### src/rtl/cla_pipe.sv
`default_nettype none
// ============================================================================
//  Module   : cla_pipe
//  Purpose  : Pipelined carry-lookahead adder/subtractor, one STAGE_BITS
//             slice resolved per stage with 4-bit group lookahead.
//  Revision : 1.0  initial release
// ============================================================================
module cla_pipe #(
    parameter int WIDTH      = 32,
    parameter int STAGE_BITS = 8
) (
    input  logic             clk,
    input  logic             reset,
    input  logic             in_valid,
    output logic             in_ready,
    input  logic [WIDTH-1:0] a,
    input  logic [WIDTH-1:0] b,
    input  logic             ci,
    input  logic             sub,
    output logic             out_valid,
    input  logic             out_ready,
    output logic [WIDTH-1:0] s,
    output logic             co,
    output logic             ov
);
    localparam int LAT = WIDTH / STAGE_BITS;
    localparam int NG  = STAGE_BITS / 4;

    logic             w_adv;
    logic             out_valid_q;
    logic [WIDTH-1:0] s_q;
    logic             co_q;
    logic             ov_q;

    assign w_adv    = ~out_valid_q | out_ready;
    assign in_ready = w_adv;

    // Stage k owns the rank-k registers: x_q carries finished sum slices
    // below slice k and raw A above it; b_q keeps only the unconsumed B slices.
    for (genvar k = 0; k < LAT; k++) begin : g_stage
        localparam int BW = WIDTH - k * STAGE_BITS;

        logic                  v_q;
        logic [WIDTH-1:0]      x_q;
        logic [BW-1:0]         b_q;
        logic                  c_q;
        logic [STAGE_BITS-1:0] w_g;
        logic [STAGE_BITS-1:0] w_p;
        logic [STAGE_BITS-1:0] w_c;
        logic [NG-1:0]         w_gg;
        logic [NG-1:0]         w_gp;
        logic [NG:0]           w_gc;
        logic [WIDTH-1:0]      w_x;

        if (k == 0) begin : g_src
            always_ff @(posedge clk) begin
                if (reset) begin
                    v_q <= 1'b0;
                    x_q <= '0;
                    b_q <= '0;
                    c_q <= 1'b0;
                end else if (w_adv) begin
                    v_q <= in_valid;
                    x_q <= a;
                    b_q <= sub ? ~b : b;
                    c_q <= sub | ci;
                end
            end
        end else begin : g_src
            always_ff @(posedge clk) begin
                if (reset) begin
                    v_q <= 1'b0;
                    x_q <= '0;
                    b_q <= '0;
                    c_q <= 1'b0;
                end else if (w_adv) begin
                    v_q <= g_stage[k-1].v_q;
                    x_q <= g_stage[k-1].w_x;
                    b_q <= g_stage[k-1].b_q[WIDTH-(k-1)*STAGE_BITS-1:STAGE_BITS];
                    c_q <= g_stage[k-1].w_gc[NG];
                end
            end
        end

        always_comb begin : p_cla
            logic v_acc;
            logic v_pp;
            v_acc = 1'b0;
            v_pp  = 1'b1;
            w_g   = x_q[k*STAGE_BITS +: STAGE_BITS] & b_q[STAGE_BITS-1:0];
            w_p   = x_q[k*STAGE_BITS +: STAGE_BITS] ^ b_q[STAGE_BITS-1:0];
            w_gg  = '0;
            w_gp  = '0;
            w_gc  = '0;
            w_c   = '0;
            w_x   = x_q;
            for (int j = 0; j < NG; j++) begin
                w_gg[j] = w_g[4*j+3]
                        | (w_p[4*j+3] & w_g[4*j+2])
                        | (w_p[4*j+3] & w_p[4*j+2] & w_g[4*j+1])
                        | (w_p[4*j+3] & w_p[4*j+2] & w_p[4*j+1] & w_g[4*j]);
                w_gp[j] = &w_p[4*j +: 4];
            end
            // Group carries in flat sum-of-products form, no chain between groups.
            w_gc[0] = c_q;
            for (int j = 0; j < NG; j++) begin
                v_acc = 1'b0;
                v_pp  = 1'b1;
                for (int i = j; i >= 0; i--) begin
                    v_acc = v_acc | (w_gg[i] & v_pp);
                    v_pp  = v_pp & w_gp[i];
                end
                w_gc[j+1] = v_acc | (v_pp & c_q);
            end
            for (int j = 0; j < NG; j++) begin
                w_c[4*j] = w_gc[j];
                for (int i = 1; i < 4; i++) begin
                    v_acc = 1'b0;
                    v_pp  = 1'b1;
                    for (int m = i - 1; m >= 0; m--) begin
                        v_acc = v_acc | (w_g[4*j+m] & v_pp);
                        v_pp  = v_pp & w_p[4*j+m];
                    end
                    w_c[4*j+i] = v_acc | (v_pp & w_gc[j]);
                end
            end
            w_x[k*STAGE_BITS +: STAGE_BITS] = w_p ^ w_c;
        end
    end

    always_ff @(posedge clk) begin
        if (reset) begin
            out_valid_q <= 1'b0;
            s_q         <= '0;
            co_q        <= 1'b0;
            ov_q        <= 1'b0;
        end else if (w_adv) begin
            out_valid_q <= g_stage[LAT-1].v_q;
            s_q         <= g_stage[LAT-1].w_x;
            co_q        <= g_stage[LAT-1].w_gc[NG];
            ov_q        <= g_stage[LAT-1].w_gc[NG] ^ g_stage[LAT-1].w_c[STAGE_BITS-1];
        end
    end

    assign out_valid = out_valid_q;
    assign s         = s_q;
    assign co        = co_q;
    assign ov        = ov_q;
endmodule
`default_nettype wire

### config.mk
export PLATFORM = sky130hd
export DESIGN_NAME = cla_pipe
export DESIGN_NICKNAME = d
export VERILOG_FILES = /design/src/rtl/cla_pipe.sv
export SDC_FILE = /design/constraint.sdc
export NUM_CORES = 1
export LEC_CHECK = 0
export BUFFER_PORTS_ARGS = -buffer_cell sky130_fd_sc_hd__buf_2
export CAP_MARGIN = 30
export CORE_MARGIN = 4
export CORE_UTILIZATION = 48
export CTS_CLUSTER_DIAMETER = 200
export CTS_CLUSTER_SIZE = 12
export DETAILED_ROUTE_END_ITERATION = 10
export PLACE_DENSITY = 0.68
export SLEW_MARGIN = 30
export SYNTH_ARGS = -nofsm -noshare
export SYNTH_HDL_FRONTEND = slang
export SYNTH_SLANG_ARGS = --single-unit
### constraint.sdc
create_clock -name clk -period 5.23 [get_ports clk]
set_clock_uncertainty 0.1 [all_clocks]
set_input_delay 0.523 -clock clk [delete_from_list [all_inputs] [get_ports clk]]
set_output_delay 0.523 -clock clk [all_outputs]
set_load 0.005 [all_outputs]
## Word level (Yosys, flattened, before mapping)

Cells that the tools add are included.

- Mux-type cells: 1
- Bitwise operators: 229
- Reductions and logical operators: 8

Operators by type and width:

| kind | number |
|---|---|
| 1-bit AND | 128 |
| 1-bit bitwise OR | 86 |
| 8-bit XOR | 8 |
| 8-bit AND | 4 |
| 32-bit two-way mux | 1 |
| 32-bit NOT | 1 |
| 4-bit AND reduction | 8 |
| 1-bit NOT | 1 |
| 1-bit XOR | 1 |

- Flip-flop bits (word level): 251
- Bits of input ports: 70
- Output and inout port bits: 36
- Logic and storage cells: 258

## Logic depth before layout (Yosys ltp)

Gate-level depths: netlist (run 1).

- Depth after elaboration: 9
- Mapped depth: 8
- Mapped depth without buffers: 8

## Worst setup path before layout (run 1)

OpenSTA, ideal clock, no wires.

- Kind: reg-to-reg
- Start: reg g_stage[1].x_q[8]
- End: reg g_stage[2].x_q[13]
- Library setup time: 0.086 ns
- Arrival: 1.943 ns
- Data required time: 5.044 ns
- Path slack: 3.101 ns
- Cell stages (with the launch flop): 9
- Buffers on the path: 0
- Period minus slack after synthesis: 2.129 ns
- Cells stage by stage: dfxtp_1 ha_1 a211oi_2 nor2_2 o21ai_0 nand2b_1 fa_1 xnor2_1 a211oi_1

- Longest elaborated chain between the ends: 7
- Elaborated cells between the ends (all ways): 10
- Those cells by class: 9 x bitwise; 1 x reduce/logical

Ends and longest elaborated chain:

| element | line | text |
|---|---|---|
| start, declared | 44 | `logic [WIDTH-1:0] x_q;` |
| start signal, assigned | 78 | `x_q <= g_stage[k-1].w_x;` |
| 8-bit XOR or 8-bit AND (tied branches) | 91, 90 |  |
| 4-bit AND reduction or 1-bit AND (tied branches) | 102, 101 |  |
| 1-bit AND or 1-bit bitwise OR (tied branches) | 113, 101 |  |
| 1-bit bitwise OR * | 113 | `w_gc[j+1] = v_acc \| (v_pp & c_q);` |
| 1-bit AND * | 124 | `w_c[4*j+i] = v_acc \| (v_pp & w_gc[j]);` |
| 1-bit bitwise OR * | 124 |  |
| 8-bit XOR * | 127 | `w_x[k*STAGE_BITS +: STAGE_BITS] = w_p ^ w_c;` |
| end signal, assigned | 78 |  |
| end, declared | 44 |  |

Every way passes the cells marked *; elsewhere a longest branch is shown, timed or not.
A chain may end at the register's enable or synchronous reset.

## Final worst setup path (run 1)

- Start: reg out_valid_q (netlist: out_valid)
- End: reg s_q[31] (netlist: s[31])

- Longest elaborated chain between the ends: 2

Ends and longest elaborated chain:

| element | line | text |
|---|---|---|
| start, declared | 30 | `logic out_valid_q;` |
| start signal, assigned | 138 | `out_valid_q <= g_stage[LAT-1].v_q;` |
| 1-bit NOT | 35 | `assign w_adv = ~out_valid_q \| out_ready;` |
| 1-bit bitwise OR | 35 |  |
| end signal, assigned | 139 | `s_q <= g_stage[LAT-1].w_x;` |
| end, declared | 31 | `logic [WIDTH-1:0] s_q;` |

Every way passes these cells.

==> qor.csv, run 1 <==
metric;value;unit
max-slew-margin-rel;37.2;%
fin_crit;2.46;ns
p_leak;0.00468;uW
crit_fanout;213;
synthCells;1236;
grt_max_degree;231;
synth_cell_types;54;
grt_antenna_before_repair;0;
fin_crit_sh;47.0;%
num_io_pins;106;
start_util;48.8;%
cts_tree;done;
antenna_cells;0;
synth-seq-cells;251;
area_growth;11.8;%
maxCapViolCount;0;
rsz0062_at_grt;no;
worstPathArrival;2.81;ns
cts_made_buffers;24;
crit_chain;nor2b_4 -> inv_12 -> buf_4 -> nand4_1 -> mux2i_1 -> a311o_1;
ys_async_sr_fraction;0;%
hold_viol_final;0;
track_usage;17.6;%
worstSetupEndpointType;register;
avgSynthCellArea;8.29;um^2
drt-initial-drc-count;414;
row_count;53;
fin_tns_setup;0;ns
dieHeight;154;um
cts_resized;0;
worstMarginPinSlew;0.942;ns
cp_slowest_stage_delay;0.70;ns
grt_pass1_vias;7425;
grt_pass1_wl;36.0;mm
synth_area;10200;um^2
worstSetupStartpointType;register;
setup_viol;0;
fillers;2003;
yosysSeqAreaShare;49.0;%
routed_wl;21.4;mm
hold_path.class;primary input to register;
drt_pre_antenna_iters;4;
dp.cells;1531;
peakVddDrop;0.000193;V
core;21000;um^2
placement.io_buffers;105;
cts_max_level;1;
fmax;0.407;GHz
die_area;23800;um^2
clkSinkCount;251;
synthFlopType;dfxtp_1;
drtAntennaViolNets;0;
cts_buffer_depth;3;
drive_gt1_share;11.8;%
insertion_delay;0.51;ns
detailed_place_hpwl;13.3;mm
hold_buffers;0;
drv_slew;0;
clk_pin_slew;0.06;ns
crit_path_top_delay_cell;buf_4;
path_class;register to register;
powerDensity;335;nW/um^2
die_x;154;um
drc_errors;0;
wl_per_cell;13.7;um
vias;7997;
via_per_inst;5.13;
yosysWarnings;0;
stdcell_count;1558;
mostFrequentLayoutCells;nand2_1 (391), dfxtp_1 (251), a21oi_1 (201);
cts_setup_buffers;0;
hold_slack;0.152;ns
outcome;complete, no violations;
synth_edf_count;0;
overflow;0;
worst-endpoint-required;5.58;ns
gp_congestion;0.808;
cts_root_buf;clkbuf_16;
nets;1393;
syn-num-nets;1346;
layout_commonest_cell;nand2_1;
==> area by class of cell <==
type / count / area [um^2] / share of cell area, %
flip-flops and latches: 251 / 5020 / 43.8
multi-input cells: 880 / 4790 / 41.8
clock buffers: 26 / 629 / 5.49
repair buffers: 110 / 604 / 5.27
well taps: 275 / 344 / 3.00
inverters: 16 / 72.6 / 0.633
==> state kept, by name, indices dropped and copies added, names as in the netlist <==
name and flops:
g_stage.v_q 4, out_valid 1, g_stage.c_q 4, g_stage.b_q 80, s 32, ov 1
g_stage.x_q 128, co 1
==> cells in the mapped netlist, types with 2 or more instances <==
| master | instances | area [um^2] |
|---|---|---|
| nand2_1 | 391 | 1470 |
| dfxtp_1 | 251 | 5020 |
| a21oi_1 | 201 | 1010 |
| nor2_1 | 58 | 218 |
| clkbuf_1 | 48 | 180 |
| a211oi_1 | 44 | 330 |
| buf_2 | 40 | 200 |
| xnor2_1 | 39 | 342 |
| ha_1 | 32 | 400 |
| inv_1 | 15 | 56.3 |
| nor3_1 | 9 | 45.0 |
| fa_1 | 8 | 160 |
| a21o_1 | 7 | 52.6 |
| and4_1 | 6 | 52.6 |
| o21ai_1 | 5 | 25.0 |
| a211oi_2 | 4 | 50.1 |
| a311o_1 | 4 | 40.0 |
| mux2i_1 | 4 | 40.0 |
| nor4_1 | 4 | 25.0 |
| or3_1 | 4 | 25.0 |
| a31oi_1 | 3 | 18.8 |
| nand2b_1 | 3 | 18.8 |
| nand3_1 | 3 | 15.0 |
| nand4_1 | 3 | 18.8 |
| nor2_2 | 3 | 18.8 |
| nor2b_1 | 3 | 18.8 |
| o21ai_0 | 3 | 15.0 |
| o22ai_1 | 3 | 18.8 |
| o31a_1 | 3 | 26.3 |
| a21boi_0 | 2 | 15.0 |
| a21o_2 | 2 | 17.5 |
| a31o_1 | 2 | 17.5 |
| and2_1 | 2 | 12.5 |
| and3_1 | 2 | 12.5 |
| o211ai_1 | 2 | 15.0 |
| o21bai_1 | 2 | 15.0 |
| o21bai_2 | 2 | 22.5 |
| o41ai_4 | 2 | 55.1 |
| xor2_1 | 2 | 17.5 |
==> metal layers <==
metal | share of wire, % | global-route usage, %
met4 | 1.5 | 4.46
met1 | 53 | 27.1
met5 | 0 | 0
met2 | 41 | 25.6
met3 | 4.7 | 2.81
==> per-stage QoR <==
stage | utilization, % | cell area, um^2 | worst slack (ns) | power (uW)
2_1_floorplan | - | 10200 | 3.10 | 2290
3_3_place_gp | 51.4 | 10800 | 2.42 | 2380
3_5_place_dp | 51.4 | 10800 | 2.50 | 2380
4_1_cts | 54.4 | 11400 | 2.75 | 3880
5_1_grt | 54.5 | 11500 | 2.64 | 4010
6_report | 54.5 | 11500 | 2.77 | 3840
==> worst paths after layout <==
path / startpoint / to / slack [ns] / depth (start not counted)
max: out_valid$_SDFFE_PP0P_ / s[31]$_SDFFE_PP0P_ / 2.77 / 6
min: a[25] / g_stage[0].x_q[25]$_SDFFE_PP0P_ / 0.15 / 3
max reg2reg: out_valid$_SDFFE_PP0P_ / s[31]$_SDFFE_PP0P_ / 2.77 / 6
min reg2reg: s[9]$_SDFFE_PP0P_ / s[9]$_SDFFE_PP0P_ / 0.35 / 2
==> kinds of logic (layout without fill, tap and decap cells) <==
group	after synthesis	count (layout)	synth area share (%)
fa+ha+maj	40	40	5.47
buf+inv	105	152	4.33
compound gates	301	301	18.0
mux	5	5	0.501
xor+xnor	41	41	3.50
flops	251	251	49.0
simple gates	493	493	19.2
==> report_power, final <==
part	total (uW)	internal (uW)	switching, uW
Clock	1500	838	666
Combinational	276	124	152
Sequential	2070	2010	56.5
Total	3840	2970	874
==> critical path, delay by kind of cell, from the launching register on <==
kind / cells / cell delay (ns)
AO/OA/AOI/OAI: 1 / 0.13
buffers and inverters: 2 / 1.21
flip-flops: 1 / 0.32
multiplexers: 1 / 0.18
AND/OR/NAND/NOR: 2 / 0.32
No activity file was read; power rests on OpenSTA's default activity.
==> inputs of run 2 (changes only) <==
Settings changed: ABC_AREA set to 1.
Clock period 5.23 ns to 2.5 ns, I/O delays scaled along.
==> run 2 against run 1 <==
Count of clock-buffer cells in the layout unchanged. Routed wire length down 0.63%. Worst hold slack got worse by 0.13 ns. Critical endpoint is now in_ready. Power up 110%. Highest routed layer unchanged. Utilization rose by 4.3 points. Largest power group unchanged. Critical path type is now register to primary output. Critical path depth down 1.
==> qor.csv, run 2 <==
metric;value;unit;change
outcome;complete, no violations;;
track_usage;17.7;%;+0.12 points
die_x;153;um;-0.46%
clkSinkCount;251;;unchanged
rsz0062_at_grt;no;;
insertion_delay;0.51;ns;about the same
routed_wl;21.3;mm;-0.63%
synth_top_area_share;49.5;%;+0.48 points
yosysSeqAreaShare;49.5;%;+0.48 points
p_leak;0.00590;uW;+26%
synth_area;10100;um^2;-0.96%
cts_tree;done;;
peakVddDrop;0.000498;V;+160%
grt_pass1_wl;36.2;mm;+0.79%
reg2reg_slack;0.49;ns;-2.28 ns
hold_path.class;primary input to register;;
maxCapViolCount;0;;unchanged
path_class;register to primary output;;
max-slew-margin-rel;52.4;%;+15 points
wl_per_cell;12.7;um;-7.5%
synth.top_cells.by_count;nor2_1 (373), dfxtp_1 (251), o21ai_0 (245), a21oi_1 (71), nand2_1 (66);;
worstSetupStartpointType;register;;
detailed_place_hpwl;13.4;mm;+0.78%
top_register;g_stage.x_q;;
drt-initial-drc-count;519;;+25%
synthFlopType;dfxtp_1;;
hold_slack;0.0212;ns;-0.131 ns
placement.io_buffers;105;;unchanged
cp_slowest_stage_delay;0.35;ns;-0.35 ns
final_area;12000;um^2;+5.1%
worstSetupEndpointType;primary output;;
mostFrequentLayoutCells;nor2_1 (373), dfxtp_1 (251), o21ai_0 (245);;
via_per_inst;4.94;;-3.8%
row_count;52;;-1.9%
drc_errors;0;;unchanged
stdcell_count;1674;;+7.4%
synthCells;1283;;+3.8%
cp-startpoint;out_valid$_SDFFE_PP0P_;;
cts_made_buffers;24;;unchanged
fmax;0.466;GHz;
fin_crit_sh;85.9;%;
overflow;0;;unchanged
grt_pass1_vias;7564;;+1.9%
worstPathArrival;1.80;ns;-1.01 ns
path_buf_inv;4;;+2
synth_cell_types;30;;-44%
dp.cells;1586;;+3.6%
worst-endpoint-required;2.15;ns;-3.43 ns
synth-seq-cells;251;;unchanged
drive_gt1_share;10.7;%;-1.2 points
yosysWarnings;0;;unchanged
syn-num-nets;1393;;+3.5%
drv_slew;0;;unchanged
regToRegStartpoint;g_stage[0].x_q[1]$_SDFFE_PP0P_;;
synth_edf_count;0;;unchanged
avgSynthCellArea;7.91;um^2;-4.6%
powerDensity;684;nW/um^2;+100%
fin_tns_setup;0;ns;unchanged
gp_congestion;0.838;;+3.8%
grt.busiest_layer;met1;;
total_power;8240;uW;+110%
ys_async_sr_fraction;0;%;unchanged
antenna_cells;0;;unchanged
fin_crit;2.15;ns;
post_dp_cell_area;10800;um^2;about the same
crit_fanout;91;;-57%
cts_buffer_depth;3;;unchanged
dieHeight;153;um;-0.46%
largest_register_ffs;128;;unchanged
synth_top_cell_by_area;dfxtp_1;;
hold_viol_final;0;;unchanged
use_met3;3.03;%;+0.21 points
start_util;49.5;%;+0.77 points
core;20500;um^2;-2.5%
min_from;b[20];;
cts_setup_buffers;0;;unchanged
worstMarginPinSlew;0.714;ns;-0.228 ns
clk_pin_slew;0.06;ns;about the same
drt_pre_antenna_iters;5;;+1
nets;1514;;+8.7%
cts_root_buf;clkbuf_16;;
num_io_pins;106;;unchanged
yosysMostFrequentCell;nor2_1;;
vias;8267;;+3.4%
setup_viol;0;;unchanged
fillers;1895;;-5.4%
drtAntennaViolNets;0;;unchanged
crit_chain;inv_1 -> nor2_4 -> inv_8 -> buf_4 -> buf_2;;
grt_max_degree;199;;-14%
die_area;23500;um^2;-0.91%
critical_path.top_delay_family;buffers and inverters;;
ys_top_cells_by_area;dfxtp_1 (50%), nor2_1 (14%), o21ai_0 (12%), ha_1 (3.9%), a21oi_1 (3.5%);;
gr-usage-met2;26.3;%;+0.71 points
area_growth;18.7;%;
use_met1;27.0;%;-0.16 points
cts_max_level;1;;unchanged
crit_path_top_delay_cell;inv_8;;
grt_antenna_before_repair;0;;unchanged
layout_commonest_cell;nor2_1;;
==> run 2: cell count changes in the layout (fill, tap and decap cells not counted), moves of 5 or more <==
cell           change
a211oi_1          -43
dlygate4sd3_1     +62
nand3_1           +23
and4_1             -6
inv_1             +27
o21ai_1            -5
nor3_1             -7
o21ai_0          +242
nor2_1           +315
buf_12             +5
nand2_1          -325
a21oi_1          -130
==> run 2: final timing paths <==
check / depth (start not counted) / end
worst min register to register: 2 / s[12]$_SDFFE_PP0P_
worst max-delay path: 5 / in_ready
worst min-delay path: 3 / g_stage[0].b_q[20]$_SDFFE_PP0P_
worst max register to register: 7 / g_stage[1].x_q[4]$_SDFFE_PP0P_
==> run 2: routing by layer <==
metal,part of all wire [%],routed length [um]
met1,52,11000
met2,42,8890
met3,4.5,957
met4,2.0,436
met5,0,0
==> run 2: cell families after synthesis <==
kind of cell	after synthesis	synth area share (%)
xor+xnor	40	3.45
fa+ha+maj	40	5.52
flops	251	49.5
buf+inv	129	5.56
compound gates	337	17.1
simple gates	486	18.9
==> run 2: tightest hold or removal path, delay by kind of cell <==
family	cells	cell delay [ns]
compound gates	1	0.14
xor+xnor	1	0.10
buf+inv	1	0.08
==> run 2: timing repair <==
item | 4_1_cts | 5_1_grt
gates resized for setup | 0 | 0
hold endpoints to repair | 63 | 0
hold buffers | 62 | 0
==> run 2: area by class of cell <==
class,instances,area (um^2),area share [%]
repair buffers,180,1320,10.9
inverters,44,178,1.47
well taps,270,338,2.80
clock buffers,26,629,5.22
flip-flops and latches,251,5020,41.7
multi-input cells,903,4560,37.9
==> run 2: through the flow <==
stage                     util, %  setup WS, ns
final                        58.8         0.353
after global routing         58.8         0.186
after CTS                    58.8         0.289
after detailed placement     52.7         0.515
after global placement       52.7         0.536
after floorplan                 -         0.630
==> run 2: report_power, final <==
part           switching [uW]  total, uW  internal (uW)
Combinational             388        738            350
Sequential                135       4390           4250
Clock                    1360       3110           1750
Total                    1880       8240           6360
